`config.mk`:
```
export PLATFORM = sky130hd
export DESIGN_NAME = fifo_ctrl_4
export DESIGN_NICKNAME = d
export VERILOG_FILES = /design/src/rtl/fifo_ctrl_pkg.sv /design/src/rtl/ptr_cnt.sv /design/src/rtl/fifo_ctrl_4.sv
export SDC_FILE = /design/constraint.sdc
export NUM_CORES = 1
export LEC_CHECK = 0
export BUFFER_PORTS_ARGS = -buffer_cell sky130_fd_sc_hd__buf_2
export CORE_AREA = 2 2 39 41
export CTS_BUF_LIST = sky130_fd_sc_hd__clkbuf_2
export CTS_CLUSTER_SIZE = 10
export DETAILED_ROUTE_END_ITERATION = 8
export DIE_AREA = 0 0 41 43
export PLACE_DENSITY_LB_ADDON = 0.05
export SKIP_LAST_GASP = 1
export SLEW_MARGIN = 20
export SYNTH_ARGS = -nofsm -noshare
export SYNTH_HDL_FRONTEND = slang
export SYNTH_SLANG_ARGS = --single-unit
```
`constraint.sdc`:
```
create_clock -name clk -period 1.75 [get_ports clk]
set_input_delay 0.175 -clock clk [delete_from_list [all_inputs] [get_ports clk]]
set_output_delay 0.175 -clock clk [all_outputs]
set_load 0.01 [all_outputs]
```
`src/rtl/fifo_ctrl_pkg.sv`:
```
// Shared sizing constants for the 4-entry FIFO controller and its register file.
package fifo_ctrl_pkg;
  localparam int AW_DEF = 2;
  localparam int DEPTH  = 1 << AW_DEF;
  localparam int CNT_W  = AW_DEF + 1;
endpackage

```
`src/rtl/ptr_cnt.sv`:
```
// Wrap-around pointer counter with enable; async active-low reset.
module ptr_cnt #(
  parameter int W = 2
) (
  input  logic         clk,
  input  logic         rst_b,
  input  logic         en,
  output logic [W-1:0] q
);
  localparam logic [W-1:0] ONE = {{(W-1){1'b0}}, 1'b1};

  logic [W-1:0] q_reg;

  // Natural binary overflow gives the modulo-2^W wrap.
  always_ff @(posedge clk or negedge rst_b) begin
    if (!rst_b) q_reg <= '0;
    else if (en) q_reg <= q_reg + ONE;
  end

  assign q = q_reg;
endmodule

```
`src/rtl/fifo_ctrl_4.sv`:
```
// FWFT FIFO controller driving an external register file.
// Optional sticky overflow/underflow flags with clear: define FIFO_CTRL_ERR_EN.
module fifo_ctrl_4
  import fifo_ctrl_pkg::*;
#(
  parameter int AW = AW_DEF
) (
  input  logic          clk,
  input  logic          rst_b,
  input  logic          push,
  input  logic          pop,
`ifdef FIFO_CTRL_ERR_EN
  input  logic          clr_err,
  output logic          ovf,
  output logic          udf,
`endif
  output logic          rf_wr_e,
  output logic [AW-1:0] rf_wr_addr,
  output logic [AW-1:0] rf_rd_addr,
  output logic          full,
  output logic          empty,
  output logic [AW:0]   cnt
);
  localparam logic [AW:0] CNT_ONE  = {{AW{1'b0}}, 1'b1};
  localparam logic [AW:0] CNT_FULL = {1'b1, {AW{1'b0}}};

  logic [AW:0]   cnt_reg;
  logic [AW-1:0] wr_ptr;
  logic [AW-1:0] rd_ptr;
  logic          push_ok;
  logic          pop_ok;

  assign full  = (cnt_reg == CNT_FULL);
  assign empty = (cnt_reg == '0);

  // rst_b gates the write strobe so nothing lands in the register file during reset.
  assign push_ok = rst_b & push & (~full | pop);
  assign pop_ok  = pop & ~empty;

  ptr_cnt #(.W(AW)) u_wr_ptr (.clk(clk), .rst_b(rst_b), .en(push_ok), .q(wr_ptr));
  ptr_cnt #(.W(AW)) u_rd_ptr (.clk(clk), .rst_b(rst_b), .en(pop_ok),  .q(rd_ptr));

  always_ff @(posedge clk or negedge rst_b) begin
    if (!rst_b) begin
      cnt_reg <= '0;
    end else begin
      case ({push_ok, pop_ok})
        2'b10:   cnt_reg <= cnt_reg + CNT_ONE;
        2'b01:   cnt_reg <= cnt_reg - CNT_ONE;
        default: cnt_reg <= cnt_reg;
      endcase
    end
  end

`ifdef FIFO_CTRL_ERR_EN
  logic ovf_reg;
  logic udf_reg;

  // Setting has priority over clearing so an error in the clear cycle is not lost.
  always_ff @(posedge clk or negedge rst_b) begin
    if (!rst_b) begin
      ovf_reg <= 1'b0;
      udf_reg <= 1'b0;
    end else begin
      if (push & full & ~pop)    ovf_reg <= 1'b1;
      else if (clr_err)          ovf_reg <= 1'b0;
      if (pop & empty & ~push)   udf_reg <= 1'b1;
      else if (clr_err)          udf_reg <= 1'b0;
    end
  end

  assign ovf = ovf_reg;
  assign udf = udf_reg;
`endif

  assign rf_wr_e    = push_ok;
  assign rf_wr_addr = wr_ptr;
  assign rf_rd_addr = rd_ptr;
  assign cnt        = cnt_reg;
endmodule

```
Word level (Yosys, flattened, before mapping)
Index checks and enable logic that the tools add are counted.

operators by class
  reductions and logical operators = 2
  muxes and demuxes = 1
  $add $sub $neg = 4
  eq/ne operators = 3
  bitwise operators = 6

operators by type and width
  operator                                                            count
  3-bit one-hot mux with 2 select lines                               1
  2-bit by 1-bit adder with 2-bit output, second input constant       2
  3-bit by 1-bit adder with 3-bit output, second input constant       1
  1-bit AND                                                           3
  3-bit == test, second input constant                                1
  3-bit logical NOT                                                   1
  3-bit by 1-bit subtractor with 3-bit output, second input constant  1
  2-bit by 1-bit == test with 1-bit output, second input constant     1
  2-bit == test, second input constant                                1
  1-bit NOT                                                           2
  2-bit nonzero test                                                  1
  1-bit bitwise OR                                                    1

storage, ports and cells
  bits in registers = 7
  word-level logic and storage cells = 19

Logic depth before layout (Yosys ltp)
Gate-level depths: netlist of the first run.

  word-level depth = 6
  gate-level depth with buffers = 9
  mapped depth without buffers = 9

Modules after synthesis
Synthesis of the first run repeated with hierarchy kept, for this count alone.

second synthesis, totals
  cell total of the unflattened synthesis = 30
  area, all modules = 341.6 um2

modules (own cells, without submodules)
  module       sequential area each (um2)  instances  cells each  area each (um2)
  fifo_ctrl_4  75.1                        1          20          198.9
  ptr_cnt      50.0                        2          5           71.3

Worst setup path before layout of the first run
Ideal clock, no wire load.

  kind = register to register
  start = reg cnt_reg[0], in the netlist cnt[0]
  end = reg cnt_reg[2], in the netlist cnt[2]
  path slack = -0.247 ns
  data arrival time = 1.918 ns
  cell stages (with the launch flop) = 10
  path buffers = 0
  path through = dfrtp_1 -> nor4b_2 -> nor2_1 -> inv_1 -> ha_1 -> inv_1 -> fa_1 -> xor2_1 -> nor2_1 -> xor2_1

on the way
  word-level cells in the longest chain between the ends = 6

RTL lines
  item                                                                         RTL line           text
  start: declaration                                                           fifo_ctrl_4.sv:27  logic [AW:0] cnt_reg;
  start signal: assignment                                                     fifo_ctrl_4.sv:48  2'b10: cnt_reg <= cnt_reg + CNT_ONE;
  start signal: assignment                                                     fifo_ctrl_4.sv:49  2'b01: cnt_reg <= cnt_reg - CNT_ONE;
  start signal: assignment                                                     fifo_ctrl_4.sv:50  default: cnt_reg <= cnt_reg;
  3-bit == test (*)                                                            fifo_ctrl_4.sv:33  assign full = (cnt_reg == CNT_FULL);
  1-bit NOT (*)                                                                fifo_ctrl_4.sv:37  assign push_ok = rst_b & push & (~full | pop);
  1-bit bitwise OR (*)                                                         fifo_ctrl_4.sv:37
  1-bit AND (*)                                                                fifo_ctrl_4.sv:37
  via rf_wr_e                                                                  fifo_ctrl_4.sv:17  output logic rf_wr_e,
  2-bit by 1-bit == test with 1-bit output or 2-bit == test (tied branches)    fifo_ctrl_4.sv:47  case ({push_ok, pop_ok})
  3-bit one-hot mux with 2 select lines or 2-bit nonzero test (tied branches)  n/a

Mark *: on every way through the listed nets, which the timed path passes. The rest lies on a longest branch.
A chain may end at the register's enable or synchronous reset.

Worst setup path in the final report of the first run
  start = reg cnt_reg[1], in the netlist cnt[1]
  end = reg cnt_reg[2], in the netlist cnt[2]

on the way
  word-level cells in the longest chain between the ends = 6

RTL lines
  item                                                                         RTL line
  3-bit == test                                                                fifo_ctrl_4.sv:33
  1-bit NOT                                                                    fifo_ctrl_4.sv:37
  1-bit bitwise OR                                                             fifo_ctrl_4.sv:37
  1-bit AND                                                                    fifo_ctrl_4.sv:37
  2-bit by 1-bit == test with 1-bit output or 2-bit == test (tied branches)    fifo_ctrl_4.sv:47
  3-bit one-hot mux with 2 select lines or 2-bit nonzero test (tied branches)  n/a

Several ways; a longest one is shown, not always the timed one.

==> out/results.txt, run 1 <==
Post-synth ARST share -> 100%
Crit Reg-Reg Startpoint -> cnt[1]
CTS tree -> done
Post-route insts no fill -> 74
Vias per cell -> 4.18
Reg2reg path depth -> 9
IO Port Bufs -> 13
Minimum clock period -> 1.88 ns
Syn Nets -> 36
Final hold violation count -> 0
Crit end category -> register
Fin util -> 42.1%
Ys Warns -> 0
CP arrival -> 2.03 ns
Number of flip-flops in the largest register -> 3
Clock sink total -> 7
R2R Path End -> cnt[2]
Leakage power -> 0.000306 uW
Worst path required time -> 1.90 ns
Crit path capture -> cnt[2]
DRC violations left -> 0
Worst Path Max Fanout -> 2
Maximum vdd drop -> 0.678 mV
EDFF count, synth -> 0
Setup TNS -> -0.140 ns
Root Buffer -> clkbuf_2
Die Y -> 43 um
Crit Path Class -> reg2reg
Max Slew Vio Count -> 0
Skew final -> 0.00522 ns
Hold Path Cell Cnt -> 4
Clock Path Buffers -> 2
Max-Cap Viols -> 0
Startpoint Class -> register
Post-Synthesis Cells -> 30
Placed Cells -> 66
Drt initial violations -> 3
Netlist cell types -> 14
Most frequent cells in the layout -> 13 x buf_2, 9 x buf_4, 6 x dfrtp_1
Vias in the first global route -> 313
DR vias -> 309
Register clock-pin slew on the reported worst setup and hold paths -> 0.08 ns
Post-Syn Area -> 354 um^2
Final worst slack -> -0.134 ns
P per Cell Area -> 1780 nW/um^2
Failing checks -> setup timing
Least-Margin Pin Slew -> 0.232 ns
Routed wire per std cell -> 11.8 um
#FFs+latches synth -> 7
R2r setup slk -> -0.13 ns
Initial antenna violation count -> 0
Status -> complete, but fails checks
Final setup vio count -> 2
Clock latency on the worst-skew pair -> 0.23 ns
Gr usage total -> 12.7%
First-pass GRT wire length -> 1390 um
Grt total ovfl -> 0
Routability Congestion -> 0.701
Initial Util -> 25.6%
Die Area -> 1760 um^2
CTS buffer count -> 3
Total wire length -> 871 um
Most common cell after layout, fill and taps aside -> buf_2
Max frequency -> 0.531 GHz
Layout cell share with drive strength beyond 1 -> 60.3%
Slew HR -> 84.5%
Register area share after synthesis -> 49.5%
Row count -> 14
Routed Antenna Nets -> 0
Area Overhead vs Synth -> 64.7%
HP Class -> in2reg
DR pass1 iterations -> 2
Antenna fix cells -> 0
Final worst path period share -> 108%
Die W -> 41 um
Synth Area per Inst -> 11.8 um^2
Prevailing post-synth register cell -> dfrtp_1
Core ar. -> 1380 um^2
CP Launch Point -> cnt[1]
I/O pin total -> 14
RSZ-0062 raised after global routing -> yes
Final nets -> 65
Fill count -> 155
H-tree levels -> 1
Largest net degree at the start of global routing -> 8
-- worst min-delay path by stage --
stage | from | endpoint
detailed placement | rst_b | u_wr_ptr.q[0]
floorplan | rst_b | cnt[0]
finish | push | u_wr_ptr.q[1]
global route | push | u_wr_ptr.q[1]
global placement | rst_b | u_wr_ptr.q[0]
CTS | push | u_wr_ptr.q[1]
-- power by group --
| group | internal, uW | switching (uW) | total [uW] |
|---|---|---|---|
| registers | 253 | 69.0 | 322 |
| clock network | 60.8 | 62.1 | 123 |
| logic | 315 | 280 | 595 |
-- per-layer routing --
metal | vias to the layer above | wire length (um) | GRT usage, %
li1 | 150 | - | -
met2 | 11 | 469 | 19.4
met3 | 0 | 58 | 6.81
met5 | - | 0 | 0
met1 | 148 | 344 | 12.5
met4 | 0 | 0 | 8.00
-- cells in the mapped netlist (2+ instances only) --
cell type / n / area [um^2]
inv_1: 4 / 15.0
nor2_1: 2 / 7.51
xor2_1: 5 / 43.8
xnor2_1: 2 / 17.5
nand2_1: 2 / 7.51
dfrtp_1: 7 / 175
-- kinds of logic (layout without fill, tap and decap cells) --
family / count (synthesis) / after routing / share of synthesized area [%]
compound gates: 1 / 1 / 2.83
xor+xnor: 7 / 7 / 17.3
fa+ha+maj: 2 / 2 / 9.19
buf+inv: 4 / 32 / 4.24
flops: 7 / 7 / 49.5
mux: 1 / 1 / 2.83
simple gates: 8 / 8 / 14.1
-- worst max-delay path: stages (launching register included) --
cell and delay [ns]:
dfrtp_2 0.43, nor4b_4 0.29, nor2_2 0.06, inv_1 0.10
ha_4 0.15, inv_2 0.03, fa_2 0.32, xor2_1 0.14
nor2_1 0.11, xor2_1 0.17
-- layout make-up --
cell class              instances  area (um^2)  area share (%)
flip-flops and latches          7          176            30.3
clock buffers                   4         20.0            3.43
repair buffers                 24          154            26.4
well taps                      16         20.0            3.43
multi-input cells              19          198            33.9
inverters                       4         15.0            2.58
-- through the flow --
stage / worst slack (ns) / hold WS (ns) / power [uW] / area (um^2)
final: -0.134 / 0.338 / 1040 / 583
after global routing: -0.230 / 0.340 / 1140 / 583
after CTS: -0.133 / 0.336 / 1060 / 583
after detailed placement: -0.193 / 0.0982 / 861 / 509
after global placement: -0.138 / 0.0912 / 852 / 509
after floorplan: -0.167 / -0.121 / 627 / 372
-- timing repair --
item	in CTS	in global routing
endpoints found under the hold margin	7	0
endpoints found under the setup margin	2	2
hold buffers	1	0
setup buffers	3	0
resized for setup	3	0
pin swaps	5	0
(Power assumes the default switching activity.)
==> inputs of run 2 (changes only) <==
--- a/config.mk
+++ b/config.mk
@@ -11,7 +11,9 @@
 export CTS_CLUSTER_SIZE = 10
 export DETAILED_ROUTE_END_ITERATION = 8
 export DIE_AREA = 0 0 41 43
+export MAX_ROUTING_LAYER = met4
 export PLACE_DENSITY_LB_ADDON = 0.05
+export SETUP_SLACK_MARGIN = 0.2
 export SKIP_LAST_GASP = 1
 export SLEW_MARGIN = 20
 export SYNTH_ARGS = -nofsm -noshare
==> run 2 against run 1 <==
The flow still finishes with violations (setup timing). Sequential share of layout area down 1.6 points. Hold slack improved by 0.017 ns. Sequential power is essentially flat. Clock-buffer cell count is the same. Critical endpoint unchanged. Clock power about the same. Utilization grew 2.4 points. First-iteration DRC count shrank 100%. Total power is 3.2% higher. Clock skew down 0.0013 ns. Largest power group unchanged. Die area stayed put.
==> out/results.txt, run 2 (synthesized netlist as in run 1, its figures left out) <==
Startpoint Class -> register (unchanged)
Die Area -> 1760 um^2 (unchanged)
Slew HR -> 83.8% (was 84.5%)
Clock Path Buffers -> 2 (unchanged)
Worst Path Max Fanout -> 2 (unchanged)
IO Port Bufs -> 13 (unchanged)
Die Y -> 43 um (unchanged)
HP Class -> in2reg (unchanged)
Area Overhead vs Synth -> 73.9% (was 64.7%)
FF/Latch Area -> 176 um^2 (unchanged)
Status -> complete, but fails checks (unchanged)
H-tree levels -> 1 (unchanged)
Switching part of the total power -> 39.4% (was 39.6%)
Least-Margin Pin Slew -> 0.242 ns (was 0.232 ns)
CTS tree -> done (unchanged)
Vias in the first global route -> 322 (was 313)
Vias per cell -> 4.28 (was 4.18)
Final hold violation count -> 0 (unchanged)
Final setup vio count -> 1 (was 2)
Clock network power share -> 11.5% (was 11.8%)
Skew final -> 0.00395 ns (was 0.00522 ns)
CP arrival -> 2.04 ns (was 2.03 ns)
Layout cell share with drive strength beyond 1 -> 65.0% (was 60.3%)
I/O pin total -> 14 (unchanged)
Crit end category -> register (unchanged)
Smallest hold slack -> 0.355 ns (was 0.338 ns)
CTS buffer count -> 3 (unchanged)
Largest net degree at the start of global routing -> 8 (unchanged)
Die W -> 41 um (unchanged)
Initial Util -> 25.6% (unchanged)
Cell Int Power -> 651 uW (was 629 uW)
RSZ-0062 raised after global routing -> yes (unchanged)
Core ar. -> 1380 um^2 (unchanged)
Post-route insts no fill -> 76 (was 74)
Grt total ovfl -> 0 (unchanged)
Crit Path Class -> reg2reg (unchanged)
Failing checks -> setup timing (unchanged)
Max-Cap Viols -> 0 (unchanged)
Root Buffer -> clkbuf_2 (unchanged)
P per Cell Area -> 1740 nW/um^2 (was 1780 nW/um^2)
Most common cell after layout, fill and taps aside -> buf_2 (unchanged)
Minimum clock period -> 1.89 ns (was 1.88 ns)
Setup TNS -> -0.138 ns (was -0.140 ns)
Multi-input logic area -> 198 um^2 (unchanged)
Pwr Total -> 1070 uW (was 1040 uW)
Gr usage total -> 13.2% (was 12.7%)
Total wire length -> 920 um (was 871 um)
Leakage power -> 0.000319 uW (was 0.000306 uW)
DRC violations left -> 0 (unchanged)
Antenna fix cells -> 0 (unchanged)
Worst path required time -> 1.90 ns (about the same)
Most frequent cells in the layout -> 12 x buf_2, 8 x buf_4, 6 x dfrtp_1 (was 13 x buf_2, 9 x buf_4, 6 x dfrtp_1)
Drt initial violations -> 0 (was 3)
Maximum vdd drop -> 0.707 mV (was 0.678 mV)
Fill count -> 152 (was 155)
Clock sink total -> 7 (unchanged)
First-pass GRT wire length -> 1420 um (was 1390 um)
Hold Path Cell Cnt -> 4 (unchanged)
Routed Antenna Nets -> 0 (unchanged)
Max frequency -> 0.530 GHz (was 0.531 GHz)
Number of flip-flops in the largest register -> 3 (unchanged)
CP max stage delay -> 0.43 ns (about the same)
Final worst slack -> -0.138 ns (was -0.134 ns)
Reg2reg path depth -> 9 (unchanged)
Register clock-pin slew on the reported worst setup and hold paths -> 0.08 ns (about the same)
Routed wire per std cell -> 12.1 um (was 11.8 um)
Crit path max-delay cell type -> dfrtp_2 (unchanged)
Sequential power share -> 30.2% (was 31.0%)
Final nets -> 67 (was 65)
Final worst path period share -> 108% (about the same)
Clock latency on the worst-skew pair -> 0.23 ns (about the same)
Max Slew Vio Count -> 0 (unchanged)
Critical path, cell by cell -> nor4b_4 > nor2_2 > inv_2 > ha_4 > inv_2 > fa_2 > xor2_1 > nor2_1 > xor2_1 (was nor4b_4 > nor2_2 > inv_1 > ha_4 > inv_2 > fa_2 > xor2_1 > nor2_1 > xor2_1)
DR vias -> 325 (was 309)
Place WS -> -0.193 ns (unchanged)
Initial antenna violation count -> 0 (unchanged)
Placed Cells -> 66 (unchanged)
Sw Pwr -> 423 uW (was 412 uW)
Routability Congestion -> 0.708 (was 0.701)
Logic gate share of total power -> 58.3% (was 57.2%)
DR pass1 iterations -> 1 (was 2)
Row count -> 14 (unchanged)
-- run 2: changes by cell type in the layout (fill, tap and decap cells not counted) --
cell | previous run | this run
buf_6 | 1 | 5
inv_2 | 1 | 3
buf_2 | 13 | 12
buf_4 | 9 | 8
inv_1 | 3 | 1
-- run 2: power by group through the flow --
stage	logic (uW)	clock network (uW)	registers (uW)
after floorplan	237	0	389
after global placement	529	0	323
after detailed placement	535	0	326
after CTS	616	131	327
after global routing	689	142	338
final	626	123	325
-- run 2: metrics by stage --
stage / util (%) / cell area [um^2]
global route: 44.5 / 616
global placement: 36.8 / 509
detailed placement: 36.8 / 509
floorplan: - / 372
finish: 44.5 / 616
CTS: 42.9 / 594
-- run 2: cell type report --
| class | count | area share, % |
|---|---|---|
| Multi-Input combinational cell | 19 | 32.1 |
| Clock buffer | 4 | 3.25 |
| Timing Repair Buffer | 26 | 30.3 |
| Inverter | 4 | 2.44 |
| Sequential cell | 7 | 28.7 |
| Tap cell | 16 | 3.25 |
-- run 2: path summary, 6_finish.rpt --
path	startpoint	endpoint	slack (ns)
setup / recovery	cnt[1]	cnt[2]	-0.14
hold / removal	push	u_wr_ptr.q[1]	0.36
setup reg to reg	cnt[1]	cnt[2]	-0.14
hold reg to reg	u_wr_ptr.q[1]	u_wr_ptr.q[1]	0.46
max in group asynchronous	rst_b	cnt[1]	1.23
min in group asynchronous	rst_b	u_wr_ptr.q[1]	0.39
-- run 2: worst max-delay path: cells and delay by family, from the launching register on --
family | cells | cell delay [ns]
AND/OR/NAND/NOR | 3 | 0.49
flip-flops | 1 | 0.43
adder cells (fa/ha/maj) | 2 | 0.46
buffers and inverters | 2 | 0.11
XOR/XNOR | 2 | 0.31
-- run 2: metal layers --
metal / vias up / track usage (%) / wire length [um]
met2: 11 / 20.6 / 505
met4: 0 / 8.00 / 0
li1: 156 / - / -
met3: 0 / 4.71 / 49
met5: - / - / 0
met1: 158 / 13.2 / 364
-- run 2: timing repair --
action,in CTS,in global routing
hold buffers,1,0
gates resized for setup,5,4
buffers inserted,4,1
endpoints found under the hold margin,7,0
endpoints found under the setup margin,2,4
pin swaps,6,0
gates cloned,0,0
